===== config.mk =====
export PLATFORM = sky130hd
export DESIGN_NAME = inst_fetch
export DESIGN_NICKNAME = d
export VERILOG_FILES = /design/src/rtl/inst_fetch_pkg.sv /design/src/rtl/inst_fetch_buf.sv /design/src/rtl/inst_fetch.sv
export SDC_FILE = /design/constraint.sdc
export NUM_CORES = 1
export LEC_CHECK = 0
export BUFFER_PORTS_ARGS = -buffer_cell sky130_fd_sc_hd__buf_2
export CAP_MARGIN = 30
export CORE_MARGIN = 5
export CORE_UTILIZATION = 39
export CTS_CLUSTER_SIZE = 25
export DETAILED_ROUTE_END_ITERATION = 10
export GPL_ROUTABILITY_DRIVEN = 0
export PLACE_DENSITY = 0.68
export RECOVER_POWER = 50
export SETUP_SLACK_MARGIN = 0.02
export SYNTH_ARGS = -nofsm -noshare
export SYNTH_HDL_FRONTEND = slang
export SYNTH_SLANG_ARGS = --single-unit

===== constraint.sdc =====
create_clock -name clk -period 7.35 [get_ports clk]
set_input_delay 1.47 -clock clk [delete_from_list [all_inputs] [get_ports clk]]
set_output_delay 1.47 -clock clk [all_outputs]
set_load 0.03 [all_outputs]

===== src/rtl/inst_fetch_pkg.sv =====
// Shared definitions for the instruction-fetch stage: memory bus widths,
// the bubble instruction word and the fetch FSM state encoding.
package inst_fetch_pkg;

  // RAM2 address and data widths
  localparam int MEM_ADDR_W  = 18;
  localparam int MEM_VALUE_W = 16;

  // Instruction word placed in IF/ID when no real instruction is available
  localparam logic [15:0] NOP_INST_WORD = 16'h0800;

  // FETCH: request outstanding, waiting for RAM2.
  // HOLD:  one word captured while ID was stalled; no request outstanding.
  typedef enum logic {
    FETCH = 1'b0,
    HOLD  = 1'b1
  } if_state_e;

endpackage


===== src/rtl/inst_fetch_buf.sv =====
// One-entry skid buffer for the fetch stage. It captures a word that arrives
// while ID is stalled and presents it until it is drained or a redirect
// invalidates it.
module inst_fetch_buf
  import inst_fetch_pkg::*;
(
  input  logic                   clk,
  input  logic                   rst,
  input  logic                   i_load,
  input  logic                   i_clear,
  input  logic [MEM_VALUE_W-1:0] i_inst,
  input  logic [15:0]            i_pc,
  output logic [MEM_VALUE_W-1:0] o_inst,
  output logic [15:0]            o_pc,
  output logic                   o_valid
);

  logic [MEM_VALUE_W-1:0] r_inst;
  logic [15:0]            r_pc;
  logic                   r_valid;

  // Occupancy flag: reset and clear win over a new load
  always_ff @(posedge clk) begin
    if (!rst) begin
      r_valid <= 1'b0;
    end else if (i_clear) begin
      r_valid <= 1'b0;
    end else if (i_load) begin
      r_valid <= 1'b1;
    end
  end

  // Payload is only meaningful while r_valid is set, so it carries no reset
  always_ff @(posedge clk) begin
    if (i_load) begin
      r_inst <= i_inst;
      r_pc   <= i_pc;
    end
  end

  assign o_inst  = r_inst;
  assign o_pc    = r_pc;
  assign o_valid = r_valid;

endmodule


===== src/rtl/inst_fetch.sv =====
// Instruction-fetch stage in front of the RAM2 controller. Owns the PC, issues
// fetch requests, fills the IF/ID latch, and parks one word in a skid buffer
// when ID stalls. Redirects take priority over stalls and completions.
module inst_fetch
  import inst_fetch_pkg::*;
#(
  parameter logic [15:0] RESET_PC = 16'h0000,
  parameter logic [15:0] NOP_INST = NOP_INST_WORD,
  parameter int          ADDR_W   = MEM_ADDR_W
) (
  input  logic              clk,
  input  logic              rst,
  input  logic              stall,
  input  logic              branch_taken,
  input  logic [15:0]       branch_target,
  input  logic              if_work_done,
  input  logic [15:0]       if_result,
  output logic              need_to_work_if,
  output logic [ADDR_W-1:0] mem_addr_if,
  output logic [15:0]       id_inst,
  output logic [15:0]       id_pc,
  output logic              id_valid,
  output logic [15:0]       fetch_cnt,
  output logic [15:0]       wait_cnt
);

  if_state_e   r_state;
  logic [15:0] r_pc;
  logic [15:0] r_id_inst;
  logic [15:0] r_id_pc;
  logic        r_id_valid;
  logic [15:0] r_fetch_cnt;
  logic [15:0] r_wait_cnt;

  logic        w_buf_load;
  logic        w_buf_clear;
  logic [15:0] w_buf_inst;
  logic [15:0] w_buf_pc;
  logic        w_buf_valid;

  // A completion during a stall is parked; a redirect or a drain empties the buffer
  assign w_buf_load  = rst && !branch_taken && (r_state == FETCH) && if_work_done && stall;
  assign w_buf_clear = branch_taken || ((r_state == HOLD) && !stall);

  inst_fetch_buf u_buf (
    .clk     (clk),
    .rst     (rst),
    .i_load  (w_buf_load),
    .i_clear (w_buf_clear),
    .i_inst  (if_result),
    .i_pc    (r_pc),
    .o_inst  (w_buf_inst),
    .o_pc    (w_buf_pc),
    .o_valid (w_buf_valid)
  );

  // Fetch FSM with PC, IF/ID latch and counters; priority rst > redirect > stall > done
  always_ff @(posedge clk) begin
    if (!rst) begin
      r_state     <= FETCH;
      r_pc        <= RESET_PC;
      r_id_inst   <= NOP_INST;
      r_id_pc     <= 16'h0000;
      r_id_valid  <= 1'b0;
      r_fetch_cnt <= 16'h0000;
      r_wait_cnt  <= 16'h0000;
    end else if (branch_taken) begin
      // Any in-flight or buffered word belongs to the wrong path
      r_state <= FETCH;
      r_pc    <= branch_target;
      if (!stall) begin
        r_id_inst  <= NOP_INST;
        r_id_valid <= 1'b0;
      end
    end else begin
      case (r_state)
        FETCH: begin
          if (if_work_done && !stall) begin
            r_id_inst   <= if_result;
            r_id_pc     <= r_pc;
            r_id_valid  <= 1'b1;
            r_pc        <= r_pc + 16'd1;
            r_fetch_cnt <= r_fetch_cnt + 16'd1;
          end else if (if_work_done) begin
            // ID is stalled: the word went into the skid buffer, PC stays put
            r_state <= HOLD;
          end else begin
            if (!stall) begin
              r_id_inst  <= NOP_INST;
              r_id_valid <= 1'b0;
            end
            r_wait_cnt <= r_wait_cnt + 16'd1;
          end
        end
        HOLD: begin
          if (!stall && w_buf_valid) begin
            r_id_inst   <= w_buf_inst;
            r_id_pc     <= w_buf_pc;
            r_id_valid  <= 1'b1;
            r_pc        <= r_pc + 16'd1;
            r_fetch_cnt <= r_fetch_cnt + 16'd1;
            r_state     <= FETCH;
          end
        end
        default: r_state <= FETCH;
      endcase
    end
  end

  // Request drops immediately while reset is held so RAM2 never sees a stale fetch
  assign need_to_work_if = (r_state == FETCH) && rst;
  assign mem_addr_if     = {{(ADDR_W-16){1'b0}}, r_pc};
  assign id_inst         = r_id_inst;
  assign id_pc           = r_id_pc;
  assign id_valid        = r_id_valid;
  assign fetch_cnt       = r_fetch_cnt;
  assign wait_cnt        = r_wait_cnt;

endmodule


# Word-level counts from Yosys, hierarchy flattened
# Cells that the tools add are included.
[word_totals]
register_bits = 115
elab_cells = 66
[op_classes]
add_sub_neg = 3
n_eq_ne = 5
n_mux = 26
bitwise = 5
reduce_logical = 17
[ops]
columns = ["operator", "n"]
rows = [
  ["$mux W16", 12],
  ["$pmux W16 S2", 4],
  ["$add A16 B1 Y16 const B", 3],
  ["$logic_and A1 B1 Y1", 8],
  ["$mux W1", 8],
  ["$ne A3 B2 Y1 const B", 2],
  ["$not A1 Y1", 5],
  ["$ne A2 B1 Y1 const B", 2],
  ["$ne A4 B3 Y1 const B", 1],
  ["$pmux W1 S2", 2],
  ["$reduce_and A2 Y1", 2],
  ["$reduce_and A4 Y1", 1],
  ["$reduce_or A2 Y1", 2],
  ["$reduce_and A3 Y1", 1],
  ["$logic_not A1 Y1", 2],
  ["$logic_or A1 B1 Y1", 1],
]

# Logic depth before layout (Yosys ltp)
# Gate-level depths: netlist (run 1).
[logic_depth]
word_depth = 5
ltp_mapped = 6
mapped_depth_nobuf = 5

# Cells and area by module
# From an unflattened synthesis (run 1), not the netlist that was laid out.
[hier_totals]
hier_cells = 448
hier_area_um2 = 4775.8
[by_module_without_submodules]
columns = ["module", "n_inst", "cells_each", "area_each_um2", "seq_area_each_um2"]
rows = [
  ["inst_fetch", 1, 413, 3778.6, 1641.6],
  ["inst_fetch_buf", 1, 35, 997.2, 980.9],
]

# Worst setup path before layout (run 1)
# No wires, ideal clock.
[synth_path]
path_type = "in2reg"
from = "input port branch_taken"
to = "register u_buf.r_inst[0], in the netlist u_buf.o_inst[0], enable pin"
arrival_ns = 3.552
required_time_ns = 6.929
slack_ns = 3.377
cell_stages = 5
path_cell_list = "clkbuf_1 clkinv_1 clkbuf_1 nand2_1 nor2_1"
[synth_via]
elab_chain_len = 5
[synth_rtl]
columns = ["item", "line", "text"]
rows = [
  ["start, declared", "inst_fetch.sv:14", "input logic branch_taken,"],
  ["$logic_not A1 Y1", "inst_fetch.sv:42", "assign w_buf_load = rst && !branch_taken && (r_state == FETCH) && if_work_done && stall;"],
  ["$logic_and A1 B1 Y1 (4 in series)", "inst_fetch.sv:42", ""],
  ["net u_buf.i_load", "inst_fetch_buf.sv:9", "input logic i_load,"],
  ["end signal, assigned", "inst_fetch_buf.sv:36", "r_inst <= i_inst;"],
  ["end, declared", "inst_fetch_buf.sv:18", "logic [MEM_VALUE_W-1:0] r_inst;"],
]
# The timed path passes the listed nets, and every way through them passes these cells.
# A chain may end at the register's enable or synchronous reset.

# Final worst setup path (run 1)
[layout_path]
from = "input port rst"
to = "output port need_to_work_if"
[layout_via]
elab_chain_len = 1
[layout_rtl]
columns = ["item", "line", "text"]
rows = [
  ["start, declared", "inst_fetch.sv:12", "input logic rst,"],
  ["$logic_and A1 B1 Y1", "inst_fetch.sv:111", "assign need_to_work_if = (r_state == FETCH) && rst;"],
  ["end, declared", "inst_fetch.sv:18", "output logic need_to_work_if,"],
]
# No other way between the ends.

==> results of run 1 <==
[per-layer routing]
layer | share of wire | vias up
met3 | 0.053 | 12
li1 | - | 1967
met2 | 0.48 | 108
met4 | 0.012 | 0
met1 | 0.45 | 1882
met5 | 0 | -
[worst paths after layout]
| kind | startpoint | end | slack [ps] |
|---|---|---|---|
| worst max-delay path | rst | need_to_work_if | 2910 |
| worst min-delay path | id_inst[6]$_SDFFE_PN0P_ | id_inst[6]$_SDFFE_PN0P_ | 450 |
| worst max register to register | r_state$_SDFF_PP0_ | r_pc[12]$_SDFFE_PN0P_ | 4110 |
| worst min register to register | id_inst[6]$_SDFFE_PN0P_ | id_inst[6]$_SDFFE_PN0P_ | 450 |
[state kept, by name (all words and copies together), names as in the netlist]
name	count
r_state	1
id_inst	16
id_valid	1
u_buf.o_valid	1
fetch_cnt	16
id_pc	16
u_buf.o_inst	16
u_buf.o_pc	16
r_pc	16
wait_cnt	16
[report_power, final]
part,internal [mW],switching [mW]
clock network,0.572,0.271
logic,0.0366,0.0809
registers,0.671,0.0222
total,1.28,0.375
[synth_stat cells (all sizes together), types with 2 or more instances]
library cell / number
a211oi: 18
a21bo: 3
a21oi: 34
a31oi: 4
and3: 4
and4: 4
buf: 4
clkbuf: 26
clkinv: 2
dfxtp: 83
edfxtp: 32
ha: 3
inv: 6
mux2i: 23
nand2: 34
nand2b: 10
nand3: 19
nand3b: 4
nand4: 8
nor2: 43
nor3: 9
nor3b: 2
nor4: 6
nor4b: 3
o21ai: 20
o221ai: 14
o311a: 3
o31ai: 3
or3: 6
or4: 4
xnor2: 19
xor2: 7
[layout make-up]
type	instances	area, um2
clock buffer	21	450.4
clock inverter	10	158.9
fill	1142	6007
inverter	8	30.03
multi-input combinational	321	2041
sequential	115	2624
tap	147	183.9
timing repair buffer	122	516.7
[through the flow]
stage / util / hold WS [ps]
2_1_floorplan: - / 488.2
3_3_place_gp: 0.4572 / 440.7
3_5_place_dp: 0.4578 / 445.8
4_1_cts: 0.5085 / 453.2
5_1_grt: 0.4999 / 472.2
6_report: 0.4999 / 452.1
[layout by cell type (no fill, tap or decap), drive strengths merged, types with 2 or more instances in the layout]
cell type and instances:
nand3 19, o221ai 14, mux2i 23, nor4b 3, ha 3, dfxtp 83
nand3b 4, xor2 7, o31ai 3, clkbuf 102, nor3 9, or3 6
conb 2, a31oi 4, nand4 8, clkinv 7, xnor2 19, edfxtp 32
a211oi 18, and3 4, nor3b 2, a21bo 3, nor4 6, and4 4
or4 4, nor2 43, bufinv 4, nand2 34, o311a 3, o21ai 20
nand2b 10, inv 6, buf 41, a21oi 34
[kinds of logic (layout without fill, tap and decap cells)]
group / count (synthesis) / after routing / share of synthesized area
and+or+nand+nor: 160 / 160 / 0.1716
AOI/OAI and AO/OA: 106 / 106 / 0.1440
adders and majority gates: 3 / 3 / 0.007826
muxes: 24 / 24 / 0.05034
DFF: 115 / 115 / 0.5467
buffers and inverters: 38 / 161 / 0.03130
xor gates and xnor gates: 26 / 26 / 0.04747
other: 1 / 2 / 0.0007817
[critical path: stages]
cell and delay (ps):
sky130_fd_sc_hd__clkbuf_1 890, sky130_fd_sc_hd__clkinv_1 230, sky130_fd_sc_hd__nor2_1 150, sky130_fd_sc_hd__buf_2 220
==> metrics.log, run 1 <==
[metrics] outcome: complete, but fails checks
[metrics] violated checks: capacitance limit, slew limit
[metrics] Critical Path AT: between 2000 and 3000 ps
[metrics] flip-flop and latch count after synthesis: about 120
[metrics] initial core utilization: 0.3994
[metrics] path depth of the worst reg2reg path: 5
[metrics] post-detail-place hpwl: ~8400 um
[metrics] number of levels the H-tree was split into: 4
[metrics] worst supply voltage drop on vdd: ~0.14 mV
[metrics] Hold WC Path Type: flop to flop
[metrics] EDFF count, synth: 32
[metrics] drt total wl: between 10000 and 15000 um
[metrics] Final Hold Violating Endpoints: 0
[metrics] Die X: about 120 um
[metrics] clock tree root buffer cell: sky130_fd_sc_hd__clkbuf_16
[metrics] number of cells traversed by the worst hold path: 2
[metrics] maximum operating frequency: between 200 and 250 MHz
[metrics] data required time at the worst endpoint: roughly 6000 ps
[metrics] Seq/Total Area, Yosys: 0.5467
[metrics] power density over the cells: between 200 and 300 nW/um2
[metrics] crit path setup slack, layout: around 2900 ps
[metrics] Yosys top cell by area: sky130_fd_sc_hd__dfxtp_1
[metrics] post-CTS setup-driven buffer insertion count: 0
[metrics] final-stage net count: ~630
[metrics] startpoint type of the worst setup path: input port
[metrics] TritonCTS clock tree: built
[metrics] remaining global-route overflow: 0
[metrics] number of gates resized after cts: 0
[metrics] per-cell routed wire length: around 16 um
[metrics] wire length of the first global-routing pass: 19200 um
[metrics] drc violations: 0
[metrics] Fin Setup TNS: 0 ps
[metrics] total routing usage reported by global routing: 0.1637
[metrics] number of synthesis warnings: 0
[metrics] CTS Buf Count: 17
[metrics] drt pass-1 iters: 5
[metrics] number of routed nets with antenna violations: 0
[metrics] post-route clock period utilization: 0.6040
[metrics] Core Footprint: 12010 um2
[metrics] slew at the pin with the worst max-slew slack: around 2700 ps
[metrics] placed standard-cell area: roughly 5500 um2
[metrics] synth unique cells: between 40 and 50
[metrics] post-CTS clock slew at the launch and capture registers of the worst setup and hold paths: around 50 ps
[metrics] ratio of routed vias to standard cells: about 5.3
[metrics] Cell Count, Final, Fillers Out: about 740
[metrics] vias in the first global route: roughly 3800
[metrics] busiest layer in global routing: met2
[metrics] via count of the routed design: 3969
[metrics] normalized max-slew margin: -0.7993
[metrics] number of design-rule violations left by the first detailed-router iteration: around 290
[metrics] P_leak: slightly above 2 nW
[metrics] fraction of synthesis flops using an asynchronous set or reset pin: 0
[metrics] buffer depth of the longest clock path: 2
[metrics] count of maximum capacitance violations: 1
[metrics] relative area change from synthesis to final layout: 25.17%
[metrics] number of antenna violations at the first check in global routing: 0
[metrics] met2 Track Usage GR: 0.2657
[metrics] Post-Place Cells: 713
[metrics] Die Span Y: roughly 120 um
[metrics] worst-case clock skew: between 10 and 15 ps
[metrics] total non-filler cell area in the finished layout: roughly 6000 um2
[metrics] leading register cell type out of synthesis: sky130_fd_sc_hd__dfxtp_1
[metrics] synthesized instance count: around 470
[metrics] Place WS: approximately 3400 ps
[metrics] combined area of all synthesized cells: between 4000 and 5000 um2
[metrics] latest clock arrival within the worst-skew pair: ~400 ps
[metrics] portion of synthesized cell area occupied by the leading cell type: 0.3464
[metrics] average cell area after synthesis: approximately 10 um2
[metrics] final critical path time including I/O delays and setup: roughly 4400 ps
[metrics] Area contributors post-synth: sky130_fd_sc_hd__dfxtp_1, sky130_fd_sc_hd__edfxtp_1, sky130_fd_sc_hd__mux2i_1
[metrics] number of I/O pins: 121
[metrics] total power draw: 1.655 mW
[metrics] largest net degree at the start of global routing: 61
[metrics] diode insertion count for antenna repair: 0
[metrics] Final Setup Violations: 0
[metrics] global routing usage on met1: 0.2105
[metrics] number of core rows: 40
[metrics] highest fanout seen on the critical path: 29
[metrics] nature of the critical path endpoint: output pin
[metrics] DIE AREA: 14620 um2
[metrics] RSZ-0062 raised after global routing: no
[metrics] kind of critical path: input port to output pin
[metrics] number of I/O port buffers: ~120
[metrics] final number of max-transition violations: between 60 and 70
[metrics] GR Util met3: 0.04522
[metrics] # hold bufs at CTS: 0
[metrics] proportion of layout cells with a drive suffix above 1: 0.1307
[metrics] clock sink count: roughly 120
Note: power is estimated with default switching activity, not from simulation.
==> run 2, diff against run 1 <==
Clock period 7.35 ns to 4.5 ns, I/O delays scaled along.
==> run 2 against run 1 <==
Net effect: the flow now finishes without violations; die area unchanged; clock skew decreased by 2.1 ps; first-iteration DRC count increased by 29%; clock power increased by 69%; setup slack got worse by 1800 ps; critical path type unchanged; largest cell class unchanged.
==> metrics.log, run 2 (synthesis results as in run 1) <==
[metrics] data required time at the worst endpoint: 3600 ps (-2280 ps)
[metrics] clock tree root buffer cell: sky130_fd_sc_hd__clkbuf_16
[metrics] Core Footprint: 12010 um2 (unchanged)
[metrics] number of design-rule violations left by the first detailed-router iteration: 369 (+29%)
[metrics] vias in the first global route: 3751 (-2.3%)
[metrics] placed standard-cell area: 5499 um2 (unchanged)
[metrics] drc violations: 0 (unchanged)
[metrics] power density over the cells: 457.3 nW/um2 (+66%)
[metrics] final critical path time including I/O delays and setup: between 3000 and 4000 ps
[metrics] final number of max-transition violations: 0 (-100%)
[metrics] slack of the worst reg-to-reg path: 1520 ps (-2590 ps)
[metrics] most frequent cells in the layout: sky130_fd_sc_hd__clkbuf_1, sky130_fd_sc_hd__dfxtp_1, sky130_fd_sc_hd__nor2_1
[metrics] post-CTS clock slew at the launch and capture registers of the worst setup and hold paths: 60 ps (about the same)
[metrics] diode insertion count for antenna repair: 0 (unchanged)
[metrics] number of antenna violations at the first check in global routing: 0 (unchanged)
[metrics] highest fanout seen on the critical path: 29 (unchanged)
[metrics] CTS Buf Count: 17 (unchanged)
[metrics] number of core rows: 40 (unchanged)
[metrics] slew at the pin with the worst max-slew slack: 1257 ps (-1442 ps)
[metrics] remaining global-route overflow: 0 (unchanged)
[metrics] normalized max-slew margin: 0.1618 (+0.9612)
[metrics] RSZ-0062 raised after global routing: no
[metrics] number of I/O port buffers: 118 (unchanged)
[metrics] Critical Path AT: 2450 ps (-520 ps)
[metrics] ratio of routed vias to standard cells: 5.318 (-0.31%)
[metrics] DIE AREA: 14620 um2 (unchanged)
[metrics] TritonCTS clock tree: built
[metrics] number of routed nets with antenna violations: 0 (unchanged)
[metrics] proportion of layout cells with a drive suffix above 1: 0.1338 (+0.003126)
[metrics] per-cell routed wire length: 16.52 um (+2.8%)
[metrics] initial core utilization: 0.3994 (unchanged)
[metrics] number of levels the H-tree was split into: 4 (unchanged)
[metrics] Fin Setup TNS: 0 ps (unchanged)
[metrics] startpoint type of the worst setup path: input port
[metrics] Final Hold Violating Endpoints: 0 (unchanged)
[metrics] total routing usage reported by global routing: 0.1701 (+0.006357)
[metrics] outcome: completed
[metrics] post-route clock period utilization: 0.7438
[metrics] drt total wl: 12310 um (+3.0%)
[metrics] number of gates resized after cts: 0 (unchanged)
[metrics] relative area change from synthesis to final layout: 25.56%
[metrics] Cell Count, Final, Fillers Out: 745 (+0.13%)
[metrics] most common library cell in the layout ignoring fill and taps: sky130_fd_sc_hd__clkbuf_1
[metrics] launch instance of the worst register-to-register path: r_state$_SDFF_PP0_
[metrics] worst supply voltage drop on vdd: 0.2859 mV (+110%)
[metrics] Die X: 120.9 um (unchanged)
[metrics] wire length of the first global-routing pass: 19590 um (+2.0%)
[metrics] post-detail-place hpwl: 8603 um (+2.7%)
[metrics] number of cells traversed by the worst hold path: 2 (unchanged)
[metrics] via count of the routed design: 3962 (-0.18%)
[metrics] kind of critical path: input port to output pin
[metrics] count of maximum capacitance violations: 0 (-1)
[metrics] Final Setup Violations: 0 (unchanged)
[metrics] endpoint of the worst-slack reg-to-reg timing path: r_pc[14]$_SDFFE_PN0P_
[metrics] sequential cell area: 2624 um2 (unchanged)
[metrics] nature of the critical path endpoint: output pin
[metrics] post-CTS setup-driven buffer insertion count: 0 (unchanged)
[metrics] Hold WC Path Type: flop to flop
[metrics] drt pass-1 iters: 4 (-1)
[metrics] total non-filler cell area in the finished layout: 6023 um2 (+0.31%)
[metrics] maximum operating frequency: between 200 and 300 MHz
[metrics] path depth of the worst reg2reg path: 5 (unchanged)
[metrics] launch point of the worst hold path: id_inst[13]$_SDFFE_PN0P_
[metrics] final-stage net count: 625 (unchanged)
[metrics] # hold bufs at CTS: 0 (unchanged)
[metrics] buffer depth of the longest clock path: 2 (unchanged)
[metrics] latest clock arrival within the worst-skew pair: 410 ps (about the same)
[metrics] fill cell total of the finished layout: 1168 (+2.3%)
[metrics] largest net degree at the start of global routing: 61 (unchanged)
[metrics] Die Span Y: 120.9 um (unchanged)
[metrics] endpoint with the worst hold slack: id_inst[13]$_SDFFE_PN0P_
[metrics] worst-case clock skew: 8.132 ps (-2.127 ps)
[metrics] clock sink count: 115 (unchanged)
[metrics] P_leak: 2.035 nW (about the same)
[metrics] number of I/O pins: 121 (unchanged)
[metrics] Post-Place Cells: 713 (unchanged)
[metrics] area of combinational cells with multiple inputs: 2041 um2 (unchanged)
==> run 2: through the flow <==
step	total power, mW	util	hold WS, ps	setup WS, ps
floorplan	1.279	-	488.2	1097
global placement	1.349	0.4578	442.9	1704
detailed placement	1.355	0.4578	446.0	1579
CTS	2.786	0.5104	454.1	1598
global route	2.850	0.5015	476.0	941.9
finish	2.754	0.5015	453.9	1153
==> run 2: routing by layer <==
metal,GRT usage,routed length [um]
met1,0.2220,5599
met2,0.2709,5892
met3,0.04848,707
met4,0.05737,110
met5,0,0
==> run 2: worst max path at each step <==
stage	startpoint	to	slack (ps)	depth (start not counted)
CTS	r_state$_SDFF_PP0_	r_pc[12]$_SDFFE_PN0P_	1600	5
finish	rst	need_to_work_if	1150	4
global placement	if_work_done	r_pc[14]$_SDFFE_PN0P_	1700	6
floorplan	branch_taken	u_buf.o_inst[0]$_DFFE_PP_	1100	5
detailed placement	if_work_done	r_pc[12]$_SDFFE_PN0P_	1580	6
global route	rst	need_to_work_if	940	4
==> run 2: critical path, cell delays in order <==
cell and delay, ps:
sky130_fd_sc_hd__clkbuf_1 870, sky130_fd_sc_hd__clkinv_1 270, sky130_fd_sc_hd__nor2_1 180, sky130_fd_sc_hd__buf_2 220
==> run 2: report_power, final <==
group,switching (mW),leakage [nW],internal (mW),total [mW]
Sequential,0.0386,0.973,1.10,1.13
Combinational,0.133,0.759,0.0592,0.192
Clock,0.498,0.304,0.930,1.43
==> run 2: cell type report <==
cell class | instances | share of cell area
Clock buffer | 17 | 0.07063
Sequential cell | 115 | 0.4356
Timing Repair Buffer | 122 | 0.08517
Clock inverter | 15 | 0.03428
Multi-Input combinational cell | 321 | 0.3388
Inverter | 8 | 0.004985
Tap cell | 147 | 0.03054
==> run 3, diff against run 2 <==
Clock period 4.5 ns to 3.4 ns, I/O delays scaled along.
==> run 3 against run 2 <==
Net effect: sequential power up 32%; non-clock buffer count is 2 higher; total power rose by 29%; setup slack got worse by 360 ps; combinational power up 36%; wire length decreased by 1.6%.
==> metrics.log, run 3 (synthesis results as in run 1) <==
[metrics] Die X: 120.9 um (unchanged)
[metrics] crit path setup slack, layout: 795.9 ps (-357.1 ps)
[metrics] data required time at the worst endpoint: 3710 ps (+110 ps)
[metrics] # hold bufs at CTS: 0 (unchanged)
[metrics] worst-case clock skew: 9.269 ps (+1.137 ps)
[metrics] per-cell routed wire length: 16.21 um (-1.9%)
[metrics] Final Setup Violations: 0 (unchanged)
[metrics] buffer depth of the longest clock path: 2 (unchanged)
[metrics] number of routed nets with antenna violations: 0 (unchanged)
[metrics] DRT met1 WL: 5602 um (about the same)
[metrics] largest net degree at the start of global routing: 61 (unchanged)
[metrics] post-route clock period utilization: 0.7659
[metrics] launch point of the critical path: r_state$_SDFF_PP0_
[metrics] power density over the cells: 590.7 nW/um2 (+29%)
[metrics] CTS Buf Count: 17 (unchanged)
[metrics] Fin Setup TNS: 0 ps (unchanged)
[metrics] outcome: completed
[metrics] RSZ-0062 raised after global routing: no
[metrics] highest fanout seen on the critical path: 43 (+48%)
[metrics] launch instance of the worst register-to-register path: r_state$_SDFF_PP0_
[metrics] ratio of routed vias to standard cells: 5.321 (about the same)
[metrics] TritonCTS clock tree: built
[metrics] area of combinational cells with multiple inputs: 2041 um2 (unchanged)
[metrics] count of maximum capacitance violations: 0 (unchanged)
[metrics] number of antenna violations at the first check in global routing: 0 (unchanged)
[metrics] nature of the critical path endpoint: flop
[metrics] DIE AREA: 14620 um2 (unchanged)
[metrics] launch point of the worst hold path: id_inst[4]$_SDFFE_PN0P_
[metrics] number of I/O pins: 121 (unchanged)
[metrics] initial core utilization: 0.3994 (unchanged)
[metrics] latest clock arrival within the worst-skew pair: 400 ps (about the same)
[metrics] final number of max-transition violations: 0 (unchanged)
[metrics] number of levels the H-tree was split into: 4 (unchanged)
[metrics] Hold WC Path Type: flop to flop
[metrics] Critical Path AT: 2910 ps (+460 ps)
[metrics] endpoint of the worst-slack reg-to-reg timing path: id_inst[12]$_SDFFE_PN0P_
[metrics] number of core rows: 40 (unchanged)
[metrics] routed length on met3: 580 um (-18%)
[metrics] slew at the pin with the worst max-slew slack: 1261 ps (+3.278 ps)
[metrics] worst supply voltage drop on vdd: 0.3973 mV (+39%)
[metrics] final critical path time including I/O delays and setup: ~2600 ps
[metrics] post-CTS clock slew at the launch and capture registers of the worst setup and hold paths: 50 ps (about the same)
[metrics] fill cell total of the finished layout: 1130 (-3.3%)
[metrics] drc violations: 0 (unchanged)
[metrics] most common library cell in the layout ignoring fill and taps: sky130_fd_sc_hd__dfxtp_1
[metrics] clock sink count: 115 (unchanged)
[metrics] endpoint with the worst hold slack: id_inst[4]$_SDFFE_PN0P_
[metrics] vias in the first global route: 3701 (-1.3%)
[metrics] drt pass-1 iters: 4 (unchanged)
[metrics] kind of critical path: flop to flop
[metrics] topmost layer with routed signal wires: met4
[metrics] number of cells traversed by the worst hold path: 2 (unchanged)
[metrics] P_leak: 2.065 nW (+1.5%)
[metrics] remaining global-route overflow: 0 (unchanged)
[metrics] via count of the routed design: 3975 (+0.33%)
[metrics] number of gates resized after cts: 0 (unchanged)
[metrics] path depth of the worst reg2reg path: 6 (+1)
[metrics] wire length of the first global-routing pass: 18980 um (-3.1%)
[metrics] clock tree root buffer cell: sky130_fd_sc_hd__clkbuf_16
[metrics] total routing usage reported by global routing: 0.1644 (-0.005712)
[metrics] normalized max-slew margin: 0.1596 (-0.002185)
[metrics] diode insertion count for antenna repair: 0 (unchanged)
[metrics] Core Footprint: 12010 um2 (unchanged)
[metrics] maximum operating frequency: 384.0 MHz
[metrics] relative area change from synthesis to final layout: 25.67% (about the same)
[metrics] final-stage net count: 627 (+0.32%)
[metrics] proportion of layout cells with a drive suffix above 1: 0.1417 (+0.007887)
[metrics] Die Span Y: 120.9 um (unchanged)
[metrics] drt total wl: 12110 um (-1.6%)
[metrics] sequential cell area: 2623 um2 (about the same)
[metrics] slack of the worst reg-to-reg path: 800 ps (-720 ps)
[metrics] startpoint type of the worst setup path: flop
[metrics] number of I/O port buffers: 118 (unchanged)
[metrics] most frequent cells in the layout: sky130_fd_sc_hd__dfxtp_1, sky130_fd_sc_hd__clkbuf_1, sky130_fd_sc_hd__nor2_1
[metrics] post-detail-place hpwl: 8465 um (-1.6%)
[metrics] number of design-rule violations left by the first detailed-router iteration: 161 (-56%)
[metrics] Final Hold Violating Endpoints: 0 (unchanged)
[metrics] Place WS: 859.7 ps (-719.3 ps)
[metrics] post-CTS setup-driven buffer insertion count: 0 (unchanged)
[metrics] met2 wirelength from detailed routing: 5740 um (-2.6%)
-- run 3: cell types whose count changed in the layout (fill, tap and decap cells not counted), sizes merged --
| cell | before | now |
|---|---|---|
| buf | 37 | 45 |
| inv | 8 | 6 |
| bufinv | 4 | 3 |
| clkbuf | 102 | 101 |
| clkinv | 9 | 8 |
| clkinvlp | 2 | 1 |
-- run 3: through the flow --
stage               utilization  total power, mW  hold slack, ps  std cells  cell area (um2)
floorplan                     -            1.692           488.2        474             4801
global placement         0.4601            1.787           441.7        715             5527
detailed placement       0.4601            1.794           444.7        715             5527
CTS                      0.5105            3.608           452.2        747             6132
global route             0.5019            3.689           456.3        747             6028
finish                   0.5019            3.561           450.0        747             6028
-- run 3: area by class of cell --
type                            instances  area share
Clock inverter                         10     0.02179
Inverter                                8    0.004981
Clock buffer                           22     0.07866
Tap cell                              147     0.03051
Multi-Input combinational cell        321      0.3385
Timing Repair Buffer                  124     0.09049
Sequential cell                       115      0.4350
-- run 3: worst max-delay path by stage --
| stage | to | cells after the start |
|---|---|---|
| after global placement | r_pc[14]$_SDFFE_PN0P_ | 5 |
| after CTS | need_to_work_if | 4 |
| after global routing | r_pc[12]$_SDFFE_PN0P_ | 4 |
| after detailed placement | r_pc[14]$_SDFFE_PN0P_ | 5 |
| after floorplan | u_buf.o_inst[0]$_DFFE_PP_ | 5 |
| final | id_inst[12]$_SDFFE_PN0P_ | 6 |
-- run 3: worst max-delay path, stage by stage, from the launching register on --
cell and delay [ps]:
sky130_fd_sc_hd__dfxtp_1 790, sky130_fd_sc_hd__mux2i_1 260, sky130_fd_sc_hd__clkbuf_1 350, sky130_fd_sc_hd__nor3_2 510, sky130_fd_sc_hd__buf_12 270, sky130_fd_sc_hd__o221ai_1 150
sky130_fd_sc_hd__a21oi_1 150
-- run 3: power breakdown --
part / switching [mW] / internal (mW)
combinational: 0.181 / 0.0810
sequential: 0.0435 / 1.45
clock: 0.600 / 1.20
-- run 3: layer usage --
| metal | track usage | vias to the layer above |
|---|---|---|
| met1 | 0.2132 | 1890 |
| met3 | 0.04289 | 12 |
| li1 | - | 1971 |
| met5 | 0 | - |
| met2 | 0.2654 | 102 |
| met4 | 0.05737 | 0 |
